## config.mk

```make
export PLATFORM = sky130hd
export DESIGN_NAME = lamp_guard
export DESIGN_NICKNAME = d
export VERILOG_FILES = /design/src/rtl/lamp_guard.sv
export SDC_FILE = /design/constraint.sdc
export NUM_CORES = 1
export LEC_CHECK = 0
export ABC_AREA = 0
export CORE_ASPECT_RATIO = 1.4
export CORE_MARGIN = 3
export CORE_UTILIZATION = 59
export DETAILED_ROUTE_END_ITERATION = 6
export PLACE_DENSITY = 0.83
export SYNTH_ARGS = -nofsm -noshare
export SYNTH_HDL_FRONTEND = slang
export SYNTH_SLANG_ARGS = --single-unit
```

## constraint.sdc

```tcl
create_clock -name clk -period 2.9 [get_ports clk]
set_input_delay 0.58 -clock clk [delete_from_list [all_inputs] [get_ports clk]]
set_output_delay 0.58 -clock clk [all_outputs]
set_load 0.01 [all_outputs]
```

## src/rtl/lamp_guard.sv

```systemverilog
// lamp_guard: safety stage between the traffic-light controller and the
// physical lamps. It registers the controller's lamp requests, rejects
// illegal aspects (overlap, prolonged dark, optional green-to-red skip),
// and on any violation latches a fault code and flashes red until an
// operator clears the fault while the controller requests red only.
//
// Optional feature: define LAMP_GUARD_SKIP_CHECK_EN to compile in the
// green-to-red skip check (fault code 3). Without it, green-to-red passes
// through as an ordinary aspect change.
//
// Parameters:
//   DARK_LIMIT  consecutive armed all-off samples that raise a dark fault (2..255)
//   FLASH_HALF  cycles per on phase and per off phase of the fault flash (>=1)
//
// Ports:
//   clk          single clock, rising edge
//   reset_n      asynchronous active-low reset
//   red_on       red request from the controller
//   yellow_on    yellow request from the controller
//   green_on     green request from the controller
//   clear_fault  operator clear, level-sampled
//   red_lamp     registered red lamp drive
//   yellow_lamp  registered yellow lamp drive
//   green_lamp   registered green lamp drive
//   fault        registered, high while in FAULT
//   fault_code   registered: 0 none, 1 overlap, 2 dark, 3 green-to-red skip

`timescale 1ns/1ps

module lamp_guard #(
  parameter int DARK_LIMIT = 8,
  parameter int FLASH_HALF = 4
) (
  input  logic       clk,
  input  logic       reset_n,
  input  logic       red_on,
  input  logic       yellow_on,
  input  logic       green_on,
  input  logic       clear_fault,
  output logic       red_lamp,
  output logic       yellow_lamp,
  output logic       green_lamp,
  output logic       fault,
  output logic [1:0] fault_code
);

  localparam int              FW        = $clog2(FLASH_HALF) + 1;
  localparam logic [FW-1:0]   FLASH_MAX = FW'(FLASH_HALF - 1);
  localparam logic [7:0]      DARK_MAX  = 8'(DARK_LIMIT);

  // Sample encoding is {red, yellow, green}.
  localparam logic [2:0] RED_ONLY    = 3'b100;
  localparam logic [2:0] YELLOW_ONLY = 3'b010;
  localparam logic [2:0] GREEN_ONLY  = 3'b001;

  typedef enum logic {
    NORMAL,
    FAULT
  } state_t;

  typedef enum logic [1:0] {
    LAST_NONE,
    LAST_RED,
    LAST_YELLOW,
    LAST_GREEN
  } last_t;

  state_t        state;
  last_t         last;
  logic [2:0]    s;
  logic          armed;
  logic [7:0]    dark_cnt;
  logic [FW-1:0] flash_cnt;

  logic          is_dark;
  logic          is_single;
  logic          is_overlap;
  logic          skip_hit;
  logic          dark_hit;
  logic [7:0]    dark_next;
  logic [1:0]    viol_code;
  last_t         last_next;

  // Classify the current sample and work out which violation (if any) it
  // represents. The dark count used for the check already includes this
  // sample, so the fault fires on the DARK_LIMIT-th dark sample itself.
  always_comb begin
    is_dark    = (s == 3'b000);
    is_single  = (s == RED_ONLY) || (s == YELLOW_ONLY) || (s == GREEN_ONLY);
    is_overlap = !is_dark && !is_single;

    dark_next = 8'd0;
    if (is_dark) begin
      if (armed && (dark_cnt != 8'hFF)) begin
        dark_next = dark_cnt + 8'd1;
      end else begin
        dark_next = dark_cnt;
      end
    end

    dark_hit = armed && is_dark && (dark_next == DARK_MAX);

`ifdef LAMP_GUARD_SKIP_CHECK_EN
    skip_hit = (last == LAST_GREEN) && (s == RED_ONLY);
`else
    skip_hit = 1'b0;
`endif

    // Overlap outranks skip, which outranks dark.
    if (is_overlap) begin
      viol_code = 2'd1;
    end else if (skip_hit) begin
      viol_code = 2'd3;
    end else if (dark_hit) begin
      viol_code = 2'd2;
    end else begin
      viol_code = 2'd0;
    end

    // Only a clean single aspect updates the history; dark gaps hold it.
    case (s)
      RED_ONLY:    last_next = LAST_RED;
      YELLOW_ONLY: last_next = LAST_YELLOW;
      GREEN_ONLY:  last_next = LAST_GREEN;
      default:     last_next = last;
    endcase
  end

  // Guard FSM. Every output is registered here. In FAULT the red lamp
  // toggles each time the flash counter wraps, giving FLASH_HALF cycles on
  // followed by FLASH_HALF cycles off, starting with the on phase at entry.
  always_ff @(posedge clk or negedge reset_n) begin
    if (!reset_n) begin
      state       <= NORMAL;
      last        <= LAST_NONE;
      s           <= 3'b000;
      armed       <= 1'b0;
      dark_cnt    <= 8'd0;
      flash_cnt   <= '0;
      red_lamp    <= 1'b0;
      yellow_lamp <= 1'b0;
      green_lamp  <= 1'b0;
      fault       <= 1'b0;
      fault_code  <= 2'd0;
    end else begin
      s <= {red_on, yellow_on, green_on};
      case (state)
        NORMAL: begin
          dark_cnt <= dark_next;
          last     <= last_next;
          if (!is_dark) begin
            armed <= 1'b1;
          end
          if (viol_code != 2'd0) begin
            // The offending sample never reaches the lamps.
            state       <= FAULT;
            fault       <= 1'b1;
            fault_code  <= viol_code;
            red_lamp    <= 1'b1;
            yellow_lamp <= 1'b0;
            green_lamp  <= 1'b0;
            flash_cnt   <= '0;
          end else begin
            red_lamp    <= s[2];
            yellow_lamp <= s[1];
            green_lamp  <= s[0];
            fault       <= 1'b0;
            fault_code  <= 2'd0;
          end
        end
        FAULT: begin
          yellow_lamp <= 1'b0;
          green_lamp  <= 1'b0;
          if (clear_fault && (s == RED_ONLY)) begin
            // Resume as if a clean red had just been shown.
            state      <= NORMAL;
            fault      <= 1'b0;
            fault_code <= 2'd0;
            red_lamp   <= 1'b1;
            flash_cnt  <= '0;
            last       <= LAST_RED;
            dark_cnt   <= 8'd0;
            armed      <= 1'b1;
          end else if (flash_cnt == FLASH_MAX) begin
            flash_cnt <= '0;
            red_lamp  <= ~red_lamp;
          end else begin
            flash_cnt <= flash_cnt + FW'(1);
          end
        end
        default: begin
          state <= NORMAL;
        end
      endcase
    end
  end

endmodule

```

=== Word-level counts from Yosys, hierarchy flattened ===
Index checks and enable logic that the tools add are counted.

* Output and inout bits: 6
* Bits in registers: 22
* Input bits: 6
* Word-level logic and storage cells: 65

* Reductions and logical operators: 12
* Muxes and demuxes: 29
* Bitwise logic cells: 2
* Equality and inequality tests: 10
* Add/subtract/negate cells: 2

{| class="wikitable"
|+ Operators with widths
! kind !! number
|-
| two-way mux 8 bit || 3
|-
| case mux 8 bit (2 select lines) || 1
|-
| case mux 1 bit (2 select lines) || 6
|-
| two-way mux 1 bit || 10
|-
| two-way mux 3 bit || 3
|-
| adder 8 x 1 -> 8 bit, second input constant || 1
|-
| == test 8 x 4 -> 1 bit, second input constant || 1
|-
| two-way mux 2 bit || 4
|-
| inequality test 8 bit, second input constant || 1
|-
| == test 3 x 2 -> 1 bit, second input constant || 2
|-
| case mux 3 bit (2 select lines) || 1
|-
| logical AND 1 bit || 5
|-
| inequality test 2 bit, second input constant || 2
|-
| case mux 2 bit (2 select lines) || 1
|-
| adder 3 x 1 -> 3 bit, second input constant || 1
|-
| == test 3 x 1 -> 1 bit, second input constant || 1
|-
| == test 3 bit, second input constant || 1
|-
| logical NOT 3 bit || 1
|-
| inequality test 3 x 1 -> 1 bit, second input constant || 1
|-
| logical NOT 1 bit || 2
|-
| logical OR 1 bit || 2
|-
| inequality test 2 x 1 -> 1 bit, second input constant || 1
|-
| NOT 1 bit || 2
|-
| AND reduction 2 bit || 1
|-
| nonzero test 2 bit || 1
|}

=== Depth between registers and ports, before layout ===
Gate-level depths: netlist (run 1).

* Word-level depth: 11
* Depth in mapped cells: 7
* Depth with buffers taken out: 6

=== Least setup slack after synthesis (run 1) ===
OpenSTA, ideal clock, no wires.

* Path type: reg2reg
* From: register dark_cnt[0]
* To: register flash_cnt[1]
* Setup slack: 0.982 ns
* Buffers on the path: 1
* Setup time: 0.122 ns
* Required time: 2.778 ns
* Stages on the path, launching flop included: 8
* Clock period less this slack: 1.918 ns
* Arrival time: 1.797 ns
* Cells stage by stage: dfrtp_1 -> ha_1 -> buf_2 -> nand4_1 -> o21ai_1 -> nor3b_1 -> o2111ai_4 -> a32o_1

* Word-level cells in the longest chain between the ends: 10
* Elaborated cells on any way between the ends: 11
* Those cells by class: add/sub: 1; eq/ne: 3; mux: 4; reduce/logical: 3

{| class="wikitable"
|+ Ends and longest elaborated chain
! what !! RTL line !! source
|-
| start, declared || 72 || <nowiki>logic [7:0] dark_cnt;</nowiki>
|-
| start signal, assigned || 149 || <nowiki>dark_cnt <= dark_next;</nowiki>
|-
| parallel branches: the longest is 2 deep, another holds adder 8 x 1 -> 8 bit || -- ||
|-
| two-way mux 8 bit (*) || 94 || <nowiki>if (armed && (dark_cnt != 8'hFF)) begin</nowiki>
|-
| two-way mux 8 bit (*) || 93 || <nowiki>if (is_dark) begin</nowiki>
|-
| == test 8 x 4 -> 1 bit (*) || 101 || <nowiki>dark_hit = armed && is_dark && (dark_next == DARK_MAX);</nowiki>
|-
| logical AND 1 bit (*) || 101 ||
|-
| two-way mux 2 bit (*) || 114 || <nowiki>end else if (dark_hit) begin</nowiki>
|-
| two-way mux 2 bit (*) || 110 || <nowiki>if (is_overlap) begin</nowiki>
|-
| nonzero test 2 bit (*) || 154 || <nowiki>if (viol_code != 2'd0) begin</nowiki>
|-
| inequality test 2 bit (no line) (*) || -- ||
|-
| end signal, assigned || 188 || <nowiki>flash_cnt <= flash_cnt + FW'(1);</nowiki>
|-
| end, declared || 73 || <nowiki>logic [FW-1:0] flash_cnt;</nowiki>
|}

Mark *: on every way between the ends.
A chain may end at the register's enable or synchronous reset.

=== Final worst setup path (run 1) ===
Same ends and word-level chain as after synthesis.

==> results of run 1 <==
## area by class of cell
type	instances	share of cell area
Tap cell	20	0.0190
Sequential cell	22	0.418
Clock buffer	3	0.0171
Clock inverter	1	0.0228
Timing Repair Buffer	12	0.0893
Inverter	2	0.00570
Multi-Input combinational cell	83	0.428
## worst reg2reg max path, stage by stage (launching register included)
cell	delay, ns
sky130_fd_sc_hd__dfrtp_1	0.46
sky130_fd_sc_hd__ha_1	0.32
sky130_fd_sc_hd__nand4_1	0.17
sky130_fd_sc_hd__o21ai_1	0.16
sky130_fd_sc_hd__nor3b_1	0.37
sky130_fd_sc_hd__o2111ai_4	0.24
sky130_fd_sc_hd__a32o_1	0.30
## worst paths after layout
check / endpoint / depth (start not counted)
worst min register to register: fault_code[0] / 1
worst min-delay path: fault_code[0] / 1
worst max-delay path: flash_cnt[1] / 6
min in group asynchronous: dark_cnt[3] / 2
max in group asynchronous: flash_cnt[1] / 2
worst max register to register: flash_cnt[1] / 6
## cell usage in the layout (no fill, tap or decap), drive strengths merged, types with 2 or more instances in the layout
| cell | n |
|---|---|
| a31o | 2 |
| dfrtp | 22 |
| a32o | 3 |
| clkdlybuf4s50 | 11 |
| o2111ai | 2 |
| a21o | 6 |
| nor3 | 2 |
| clkbuf | 3 |
| a21oi | 6 |
| nor2 | 7 |
| nand2 | 9 |
| o21ai | 10 |
| nand3 | 6 |
| ha | 2 |
| nor4 | 3 |
| nor3b | 2 |
| a31oi | 4 |
| and3 | 3 |
| a41o | 2 |
| and4 | 2 |
| inv | 2 |
## power groups by stage
stage / Clock (mW) / Sequential, mW / Combinational [mW]
2_1_floorplan: 0 / 0.373 / 0.0828
3_3_place_gp: 0 / 0.370 / 0.139
3_5_place_dp: 0 / 0.372 / 0.146
4_1_cts: 0.232 / 0.366 / 0.148
5_1_grt: 0.239 / 0.370 / 0.162
6_report: 0.229 / 0.367 / 0.147
## stage by stage
step | std cells | hold WS (ns) | utilization | setup slack [ns]
floorplan | 114 | 0.284 | - | 0.982
global placement | 139 | 0.461 | 0.693 | 0.909
detailed placement | 139 | 0.473 | 0.693 | 0.841
CTS | 143 | 0.500 | 0.722 | 0.814
global route | 143 | 0.532 | 0.722 | 0.677
finish | 143 | 0.494 | 0.722 | 0.786
## kinds of logic (layout without fill, tap and decap cells)
| family | Yosys count | after routing | synth area share |
|---|---|---|---|
| AOI/OAI and AO/OA | 39 | 39 | 0.247 |
| muxes | 1 | 1 | 0.00850 |
| buffers and inverters | 9 | 18 | 0.0531 |
| and+or+nand+nor | 40 | 40 | 0.196 |
| adders and majority gates | 2 | 2 | 0.0213 |
| DFF | 22 | 22 | 0.468 |
| xor gates and xnor gates | 1 | 1 | 0.00744 |
## sequential cells by signal (all words and copies together), names as in the netlist
signal,cells
fault,1
s,3
dark_cnt,8
armed,1
state,1
green_lamp,1
flash_cnt,3
fault_code,2
yellow_lamp,1
red_lamp,1
## routing by layer
layer	routed length (µm)	track usage	vias to the layer above	share of wire
met5	0	0	-	0
met4	27	0.0560	0	0.011
met3	128	0.0214	4	0.050
met2	1430	0.423	39	0.56
met1	955	0.239	487	0.38
li1	-	-	448	-
==> flow_summary_export.csv, run 1 <==
group,metric,value,unit
critical_path,crit-reg2reg-launch,"dark_cnt[0]",
critical_path,timing.critical_path.max_delay_family,"compound AO/OA/AOI/OAI gates",
clock_tree,cts_buffers,3,
clock_tree,cts-resized-gates,0,
critical_path,worstPathBufferInverterCount,0,
grt,maximum_number_of_pins_on_one_net_before_global_route_repair,23,
sta,final.min_clock_period,2.11,ns
grt,global_route.overflow_total,0,
power_and_ir_drop,cell_internal_power,0.559,mW
detailed_routing,dr.pass1.iters,5,
critical_path,timing.reg2reg.setup_slack,0.79,ns
final_layout,finalInstanceArea,1320,µm²
grt,wire_length_of_the_first_global_routing_pass,4250,µm
clock_tree,clk_path_buf_depth,2,
place,detailed_place_hpwl,1820,µm
yosys,number_of_flops_mapped_to_enable_cells_by_yosys,0,
clock_tree,root_buffer,"sky130_fd_sc_hd__clkbuf_4",
final_layout,final_net_count,132,
final_layout,num-fill-cells,143,
sta,final-setup-viol-count,0,
power_and_ir_drop,netSwitchingPower,0.185,mW
floorplan,dieArea,2580,µm²
yosys,synth-async-reset-ratio,1.00,
yosys,synth.top_cells.by_area,"sky130_fd_sc_hd__dfrtp_1, sky130_fd_sc_hd__o21ai_0, sky130_fd_sc_hd__a21o_1",
critical_path,worst_setup_path_start_kind,"flop",
floorplan,floorplan.die.height,58.9,µm
power_and_ir_drop,power.share.clock,0.309,
min_path,hold_start,"fault_code[0]",
clock_tree,clock_insertion_delay_worst_skew,0.30,ns
sta,period_utilisation_layout,0.729,
sta,fmaxAchievable,473,MHz
detailed_routing,routed_wire_length_per_instance,17.7,µm
place,gp_congestion,0.887,
floorplan,initial_core_util,0.645,
grt,first_global_vias,961,
power_and_ir_drop,p_per_area,564,nW/µm²
floorplan,row_count,18,
detailed_routing,drtIter0Drc,50,
yosys,mapped_nets,122,
clock_tree,post_cts.repair.setup_buffers,0,
floorplan,core_area,1820,µm²
clock_tree,total_number_of_clock_tree_sinks,22,
detailed_routing,route.vias.total,978,
critical_path,worstPathRequired,3.10,ns
final_layout,post_route_cells_drive_above_1_share,0.106,
grt,grt_resource_usage_total,0.216,
place,placed_area,1260,µm²
final_layout,area_of_all_sequential_standard_cells,551,µm²
floorplan,top_level_ports,12,
power_and_ir_drop,power.ir.vdd_worst,0.499,mV
detailed_routing,vias_per_cell,6.84,
yosys,ys_ff_latch,22,
sta,slew_headroom,0.390,
final_layout,multi_input_area,564,µm²
sta,total_neg_setup_slack,0,ns
power_and_ir_drop,combPwrFrac,0.198,
yosys,synth_sequential_area_ratio,0.468,
yosys,synthesis.area,1180,µm²
grt,number_of_antenna_violations_at_the_first_check_in_global_routing,0,
critical_path,worst_path_max_delay_cell,"sky130_fd_sc_hd__dfrtp_1",
critical_path,path_cells,"ha_1 -> nand4_1 -> o21ai_1 -> nor3b_1 -> o2111ai_4 -> a32o_1",
power_and_ir_drop,post-layout-total-power,0.743,mW
sta,timing.clock.skew,0.00430,ns
clock_tree,cts.clk_slew.worst_paths,0.12,ns
sta,slew_violations,0,
yosys,netlist_instances,114,
yosys,yosysWarningCount,0,
critical_path,crit_path_start,"dark_cnt[0]",
power_and_ir_drop,seq_power_share,0.493,
critical_path,crit_arrival,2.31,ns
detailed_routing,drt.antenna.violating_nets,0,
sta,rsz0062_at_grt,"false",
sta,worst-slew-pin-transition,0.907,ns
yosys,synthDominantAreaCellType,"sky130_fd_sc_hd__dfrtp_1",
place,placement.io_buffers,11,
critical_path,timing.critical_path.to_type,"flop",
critical_path,timing.setup.critical_path_class,"flop to flop",
outcome,run_status,"completed",
clock_tree,cts_tree,"done",
final_layout,ant_diodes,0,
yosys,synth_common_cells,"sky130_fd_sc_hd__dfrtp_1, sky130_fd_sc_hd__nand2_1, sky130_fd_sc_hd__o21ai_0, sky130_fd_sc_hd__nor2_1",
detailed_routing,wl_final,2540,µm
yosys,synthDistinctLibCells,41,
yosys,netlist.area_leader.share,0.468,
clock_tree,post_cts_hold_buffer_count,0,
power_and_ir_drop,power.share.switching,0.248,
power_and_ir_drop,p_leak,0.572,nW
sta,report.final.hold_viol_count,0,
final_layout,syn2layout_area_growth,11.9,%
yosys,avg_synthesized_cell_area,10.3,µm²
detailed_routing,remaining_drc_errors,0,
clock_tree,cts_htree_levels,1,
critical_path,critical_path_peak_fanout,9,
yosys,dominantRegCellSynth,"sky130_fd_sc_hd__dfrtp_1",
yosys,most_repeated_cell_in_the_gate_level_netlist_after_synthesis,"sky130_fd_sc_hd__dfrtp_1",
min_path,hold_path.class,"flop to flop",
critical_path,slowest_delay,0.46,ns
flow_run,max_cap_violations,0,
floorplan,floorplan.die.width,43.8,µm
Note: power is estimated with default switching activity, not from simulation.
==> inputs of run 2 (changes only) <==
--- a/config.mk
+++ b/config.mk
@@ -8,9 +8,9 @@
 export ABC_AREA = 0
 export CORE_ASPECT_RATIO = 1.4
 export CORE_MARGIN = 3
-export CORE_UTILIZATION = 59
+export CORE_UTILIZATION = 49
 export DETAILED_ROUTE_END_ITERATION = 6
-export PLACE_DENSITY = 0.83
+export PLACE_DENSITY = 0.74
 export SYNTH_ARGS = -nofsm -noshare
 export SYNTH_HDL_FRONTEND = slang
 export SYNTH_SLANG_ARGS = --single-unit
==> constraint.sdc (replaced) <==
create_clock -name clk -period 1.7 [get_ports clk]
set_input_delay 0.34 -clock clk [delete_from_list [all_inputs] [get_ports clk]]
set_output_delay 0.34 -clock clk [all_outputs]
set_load 0.01 [all_outputs]
==> flow_summary_export.csv, run 2 (synthesis results as in run 1) <==
group,metric,value,unit
detailed_routing,route.vias.total,1059,
grt,number_of_antenna_violations_at_the_first_check_in_global_routing,0,
sta,total_neg_setup_slack,-0.726,ns
final_layout,mostFrequentLayoutCells,"sky130_fd_sc_hd__dfrtp_1, sky130_fd_sc_hd__buf_4, sky130_fd_sc_hd__clkdlybuf4s50_1",
critical_path,worstPathRequired,1.91,ns
clock_tree,clk_path_buf_depth,2,
critical_path,crit_arrival,2.04,ns
place,gp_congestion,0.880,
outcome,violated_checks,"setup timing",
min_path,hold_path.class,"input port to asynchronous set/reset pin",
final_layout,mostFrequentLayoutCell,"sky130_fd_sc_hd__dfrtp_1",
place,detailed_place_hpwl,1840,µm
sta,timing.clock.skew,0.00263,ns
floorplan,initial_core_util,0.529,
grt,wire_length_of_the_first_global_routing_pass,4400,µm
sta,slew_violations,0,
flow_run,max_cap_violations,0,
sta,slew_headroom,0.620,
detailed_routing,dr.pass1.iters,4,
critical_path,critical_path_peak_fanout,6,
sta,worst-slew-pin-transition,0.564,ns
final_layout,syn2layout_area_growth,30.9,%
critical_path,timing.reg2reg.setup_slack,-0.13,ns
clock_tree,cts_tree,"done",
sta,period_utilisation_layout,1.08,
grt,maximum_number_of_pins_on_one_net_before_global_route_repair,23,
critical_path,r2r_cells,6,
clock_tree,clock_insertion_delay_worst_skew,0.31,ns
clock_tree,cts_buffers,3,
power_and_ir_drop,p_per_area,738,nW/µm²
place,dp_cells,156,
sta,fmaxAchievable,547,MHz
critical_path,timing.critical_path.to_type,"flop",
final_layout,final_net_count,153,
grt,first_global_vias,1031,
sta,final.min_clock_period,1.83,ns
final_layout,post_route_cells_drive_above_1_share,0.301,
floorplan,top_level_ports,12,
final_layout,biggestRegsByFlops,"dark_cnt (8), flash_cnt (3), s (3)",
grt,grt_resource_usage_total,0.198,
detailed_routing,routed_wire_length_per_instance,16.8,µm
detailed_routing,wl_final,2770,µm
outcome,run_status,"finished with violations",
floorplan,floorplan.die.height,64,µm
floorplan,dieArea,3040,µm²
power_and_ir_drop,power.ir.vdd_worst,0.617,mV
final_layout,multi_input_area,662,µm²
clock_tree,cts_htree_levels,1,
final_layout,finalNonFillerCells,165,
clock_tree,total_number_of_clock_tree_sinks,22,
floorplan,floorplan.die.width,47.4,µm
floorplan,row_count,20,
final_layout,max_reg_flops,8,
sta,rsz0062_at_grt,"true",
final_layout,area_of_all_sequential_standard_cells,551,µm²
final_layout,num-fill-cells,154,
critical_path,r2r_path_end,"flash_cnt[2]",
power_and_ir_drop,p_leak,0.675,nW
critical_path,worst_setup_path_start_kind,"flop",
detailed_routing,drtIter0Drc,39,
grt,global_route.overflow_total,0,
sta,final-setup-viol-count,9,
critical_path,crit-reg2reg-launch,"dark_cnt[0]",
sta,final.setup.worst_slack,-0.129,ns
sta,report.final.hold_viol_count,0,
clock_tree,root_buffer,"sky130_fd_sc_hd__clkbuf_4",
detailed_routing,drt.antenna.violating_nets,0,
final_layout,max_flop_register,"dark_cnt",
critical_path,timing.setup.critical_path_class,"flop to flop",
place,placement.io_buffers,11,
detailed_routing,vias_per_cell,6.42,
floorplan,core_area,2230,µm²
clock_tree,cts.clk_slew.worst_paths,0.11,ns
detailed_routing,remaining_drc_errors,0,
final_layout,ant_diodes,0,
[run 2: timing repair]
item                                    CTS  global route
pin swaps                                 3             8
gates cloned                              1             0
hold buffers                              0             0
setup buffers                             3             3
endpoints found under the setup margin    9            12
gates resized for setup                   8             6
[run 2: final cells by class]
class | count | share of cell area
timing repair buffer | 32 | 0.176
clock buffer | 3 | 0.0146
multi-input combinational | 84 | 0.429
sequential | 22 | 0.357
inverter | 2 | 0.00487
tap | 22 | 0.0179
[run 2: report_power, final]
part,switching [mW],internal (mW),leakage (nW),total [mW]
logic,0.124,0.158,0.379,0.282
clock network,0.149,0.0830,0.0138,0.232
registers,0.0438,0.580,0.281,0.624
total,0.317,0.821,0.675,1.14
[run 2: stage by stage]
stage | total power, mW | utilization | instance area (µm²) | setup WS, ns | hold slack, ns
final | 1.14 | 0.692 | 1540 | -0.129 | 0.363
after detailed placement | 0.893 | 0.628 | 1400 | -0.0975 | 0.464
after global routing | 1.20 | 0.692 | 1540 | -0.245 | 0.393
after CTS | 1.14 | 0.670 | 1490 | -0.0945 | 0.379
after global placement | 0.881 | 0.628 | 1400 | -0.0572 | 0.462
after floorplan | 0.780 | - | 1200 | -0.0847 | 0.0444
[run 2: how the worst max path moves through the flow]
| stage | startpoint | endpoint | slack, ns | depth (start not counted) |
|---|---|---|---|---|
| 6_report | dark_cnt[0] | flash_cnt[2] | -0.13 | 6 |
| 5_1_grt | dark_cnt[0] | flash_cnt[0] | -0.24 | 6 |
| 4_1_cts | dark_cnt[0] | flash_cnt[1] | -0.09 | 6 |
| 3_5_place_dp | dark_cnt[1] | flash_cnt[1] | -0.1 | 6 |
| 3_3_place_gp | dark_cnt[1] | flash_cnt[1] | -0.06 | 6 |
| 2_1_floorplan | dark_cnt[0] | flash_cnt[1] | -0.08 | 7 |
[run 2: worst max-delay path, stage by stage, from the launching register on]
cell,delay [ns]
sky130_fd_sc_hd__dfrtp_1,0.42
sky130_fd_sc_hd__ha_4,0.18
sky130_fd_sc_hd__nand4_1,0.16
sky130_fd_sc_hd__o21a_1,0.27
sky130_fd_sc_hd__nor3_4,0.23
sky130_fd_sc_hd__o2111ai_4,0.17
sky130_fd_sc_hd__a41o_1,0.28
[run 2: layer usage]
metal / share of wire / routed length, µm / global-route usage
met5: 0 / 0 / 0
met4: 0.027 / 74 / 0.107
met3: 0.038 / 105 / 0.0225
met2: 0.53 / 1480 / 0.327
met1: 0.40 / 1110 / 0.235
==> inputs of run 3 (changes only) <==
--- a/config.mk
+++ b/config.mk
@@ -7,7 +7,7 @@
 export LEC_CHECK = 0
 export ABC_AREA = 0
 export CORE_ASPECT_RATIO = 1.4
-export CORE_MARGIN = 3
+export CORE_MARGIN = 5
 export CORE_UTILIZATION = 49
 export DETAILED_ROUTE_END_ITERATION = 6
 export PLACE_DENSITY = 0.74
==> flow_summary_export.csv, run 3 (synthesis results as in run 1) <==
group,metric,value,unit
outcome,run_status,"finished with violations",
outcome,violated_checks,"setup timing",
final_layout,syn2layout_area_growth,25.4,%
critical_path,worstSetupPathDepth,6,
final_layout,post_route_cells_drive_above_1_share,0.259,
detailed_routing,routed_wire_length_per_instance,16.4,µm
place,gp_congestion,0.858,
detailed_routing,remaining_drc_errors,0,
sta,fmaxAchievable,558,MHz
grt,first_global_vias,1044,
detailed_routing,route.vias.total,1020,
final_layout,final_net_count,148,
critical_path,worstPathRequired,1.91,ns
flow_run,max_cap_violations,0,
detailed_routing,wl_final,2660,µm
power_and_ir_drop,netSwitchingPower,0.319,mW
clock_tree,cts_htree_levels,1,
final_layout,max_reg_flops,8,
power_and_ir_drop,power.ir.vdd_worst,0.764,mV
grt,grt_resource_usage_total,0.176,
power_and_ir_drop,p_per_area,865,nW/µm²
grt,wire_length_of_the_first_global_routing_pass,4710,µm
sta,final.min_clock_period,1.79,ns
floorplan,row_count,21,
grt,groute.layer.met2.usage,0.298,
final_layout,biggestRegsByFlops,"dark_cnt (8), flash_cnt (3), s (3)",
sta,slew_violations,0,
grt,globalRoute.busiestLayer,"met2",
power_and_ir_drop,seq_power_share,0.487,
clock_tree,cts_tree,"done",
sta,worst-slew-pin-transition,0.626,ns
place,dp_cells,155,
detailed_routing,vias_per_cell,6.30,
critical_path,worst_setup_path_start_kind,"flop",
grt,groute.layer.met1.usage,0.224,
critical_path,crit_arrival,2.00,ns
sta,final.setup.worst_slack,-0.0936,ns
clock_tree,root_buffer,"sky130_fd_sc_hd__clkbuf_4",
critical_path,timing.reg2reg.setup_slack,-0.09,ns
critical_path,timing.setup.critical_path_class,"flop to flop",
detailed_routing,drt.antenna.violating_nets,0,
clock_tree,clk_path_buf_depth,2,
critical_path,timing.critical_path.max_delay_family,"compound AO/OA/AOI/OAI gates",
final_layout,mostFrequentLayoutCells,"sky130_fd_sc_hd__dfrtp_1, sky130_fd_sc_hd__buf_4, sky130_fd_sc_hd__clkdlybuf4s50_1",
place,place_ws,-0.0959,ns
critical_path,critical_path_peak_fanout,9,
sta,final-setup-viol-count,8,
floorplan,top_level_ports,12,
detailed_routing,dr.pass1.iters,4,
sta,slew_headroom,0.578,
sta,period_utilisation_layout,1.06,
place,detailed_place_hpwl,1940,µm
sta,fin_hold_ws,0.355,ns
place,placement.io_buffers,11,
floorplan,initial_core_util,0.503,
power_and_ir_drop,combPwrFrac,0.199,
clock_tree,total_number_of_clock_tree_sinks,22,
power_and_ir_drop,power.share.switching,0.249,
detailed_routing,drtIter0Drc,46,
final_layout,ant_diodes,0,
grt,groute.layer.met3.usage,0.0305,
final_layout,max_flop_register,"dark_cnt",
grt,global_route.overflow_total,0,
power_and_ir_drop,power.share.clock,0.314,
floorplan,floorplan.die.height,68,µm
sta,report.final.hold_viol_count,0,
clock_tree,cts.clk_slew.worst_paths,0.13,ns
clock_tree,clock_insertion_delay_worst_skew,0.31,ns
sta,timing.clock.skew,0.00292,ns
final_layout,num-fill-cells,180,
floorplan,core_area,2340,µm²
final_layout,finalNonFillerCells,162,
critical_path,worst_path_max_delay_cell,"sky130_fd_sc_hd__dfrtp_1",
min_path,hold_path.class,"input port to asynchronous set/reset pin",
grt,number_of_antenna_violations_at_the_first_check_in_global_routing,0,
final_layout,mostFrequentLayoutCell,"sky130_fd_sc_hd__dfrtp_1",
floorplan,dieArea,3500,µm²
floorplan,floorplan.die.width,51.4,µm
sta,rsz0062_at_grt,"true",
critical_path,timing.critical_path.to_type,"flop",
critical_path,r2r_cells,6,
critical_path,path_cells,"ha_2 -> nand4_1 -> o21a_1 -> nor3_4 -> o2111ai_4 -> a32o_1",
clock_tree,post_cts_hold_buffer_count,0,
critical_path,worstPathBufferInverterCount,0,
clock_tree,cts_buffers,3,
power_and_ir_drop,cell_internal_power,0.959,mW
grt,maximum_number_of_pins_on_one_net_before_global_route_repair,23,
power_and_ir_drop,p_leak,0.658,nW
critical_path,slowest_delay,0.38,ns
-- run 3: layer usage --
layer,routed length [µm],up-vias
met1,1130,481
li1,-,484
met3,142,10
met2,1330,45
met5,0,-
met4,55,0
-- run 3: per-stage QoR --
stage               power [mW]  TNS (ns)   util  area, µm²
global placement         0.881   -0.0787  0.592       1390
detailed placement       0.885    -0.421  0.592       1390
CTS                       1.28    -0.225  0.623       1460
global route              1.35     -1.85  0.631       1480
floorplan                0.780    -0.261      -       1200
finish                    1.28    -0.352  0.631       1480
-- run 3: worst reg2reg max path, stage by stage, from the launching register on --
cell and delay, ns:
sky130_fd_sc_hd__dfrtp_1 0.38, sky130_fd_sc_hd__ha_2 0.23, sky130_fd_sc_hd__nand4_1 0.18, sky130_fd_sc_hd__o21a_1 0.26, sky130_fd_sc_hd__nor3_4 0.17, sky130_fd_sc_hd__o2111ai_4 0.20
sky130_fd_sc_hd__a32o_1 0.27
-- run 3: repair_timing --
item,in CTS,in global routing
pin swaps,3,1
resized for setup,2,3
setup buffers,1,2
setup endpoints to repair,9,12
hold endpoints to repair,0,0
-- run 3: layout make-up --
class | count | area [µm²] | share of cell area
multi-input cells | 83 | 599 | 0.406
flip-flops and latches | 22 | 551 | 0.373
repair buffers | 28 | 238 | 0.161
clock inverters | 1 | 30.0 | 0.0203
well taps | 23 | 28.8 | 0.0195
clock buffers | 3 | 22.5 | 0.0153
inverters | 2 | 7.51 | 0.00508
-- run 3: power groups by stage --
stage	clock, mW	sequential (mW)	combinational (mW)
2_1_floorplan	0	0.637	0.143
3_3_place_gp	0	0.630	0.251
3_5_place_dp	0	0.633	0.252
4_1_cts	0.405	0.622	0.255
5_1_grt	0.434	0.630	0.290
6_report	0.401	0.622	0.254
-- run 3: final timing paths --
check | startpoint | end
setup / recovery | dark_cnt[0] | flash_cnt[1]
hold / removal | reset_n | dark_cnt[4]
setup reg to reg | dark_cnt[0] | flash_cnt[1]
hold reg to reg | fault_code[0] | fault_code[0]
max in group asynchronous | reset_n | red_lamp
min in group clk | green_on | s[0]
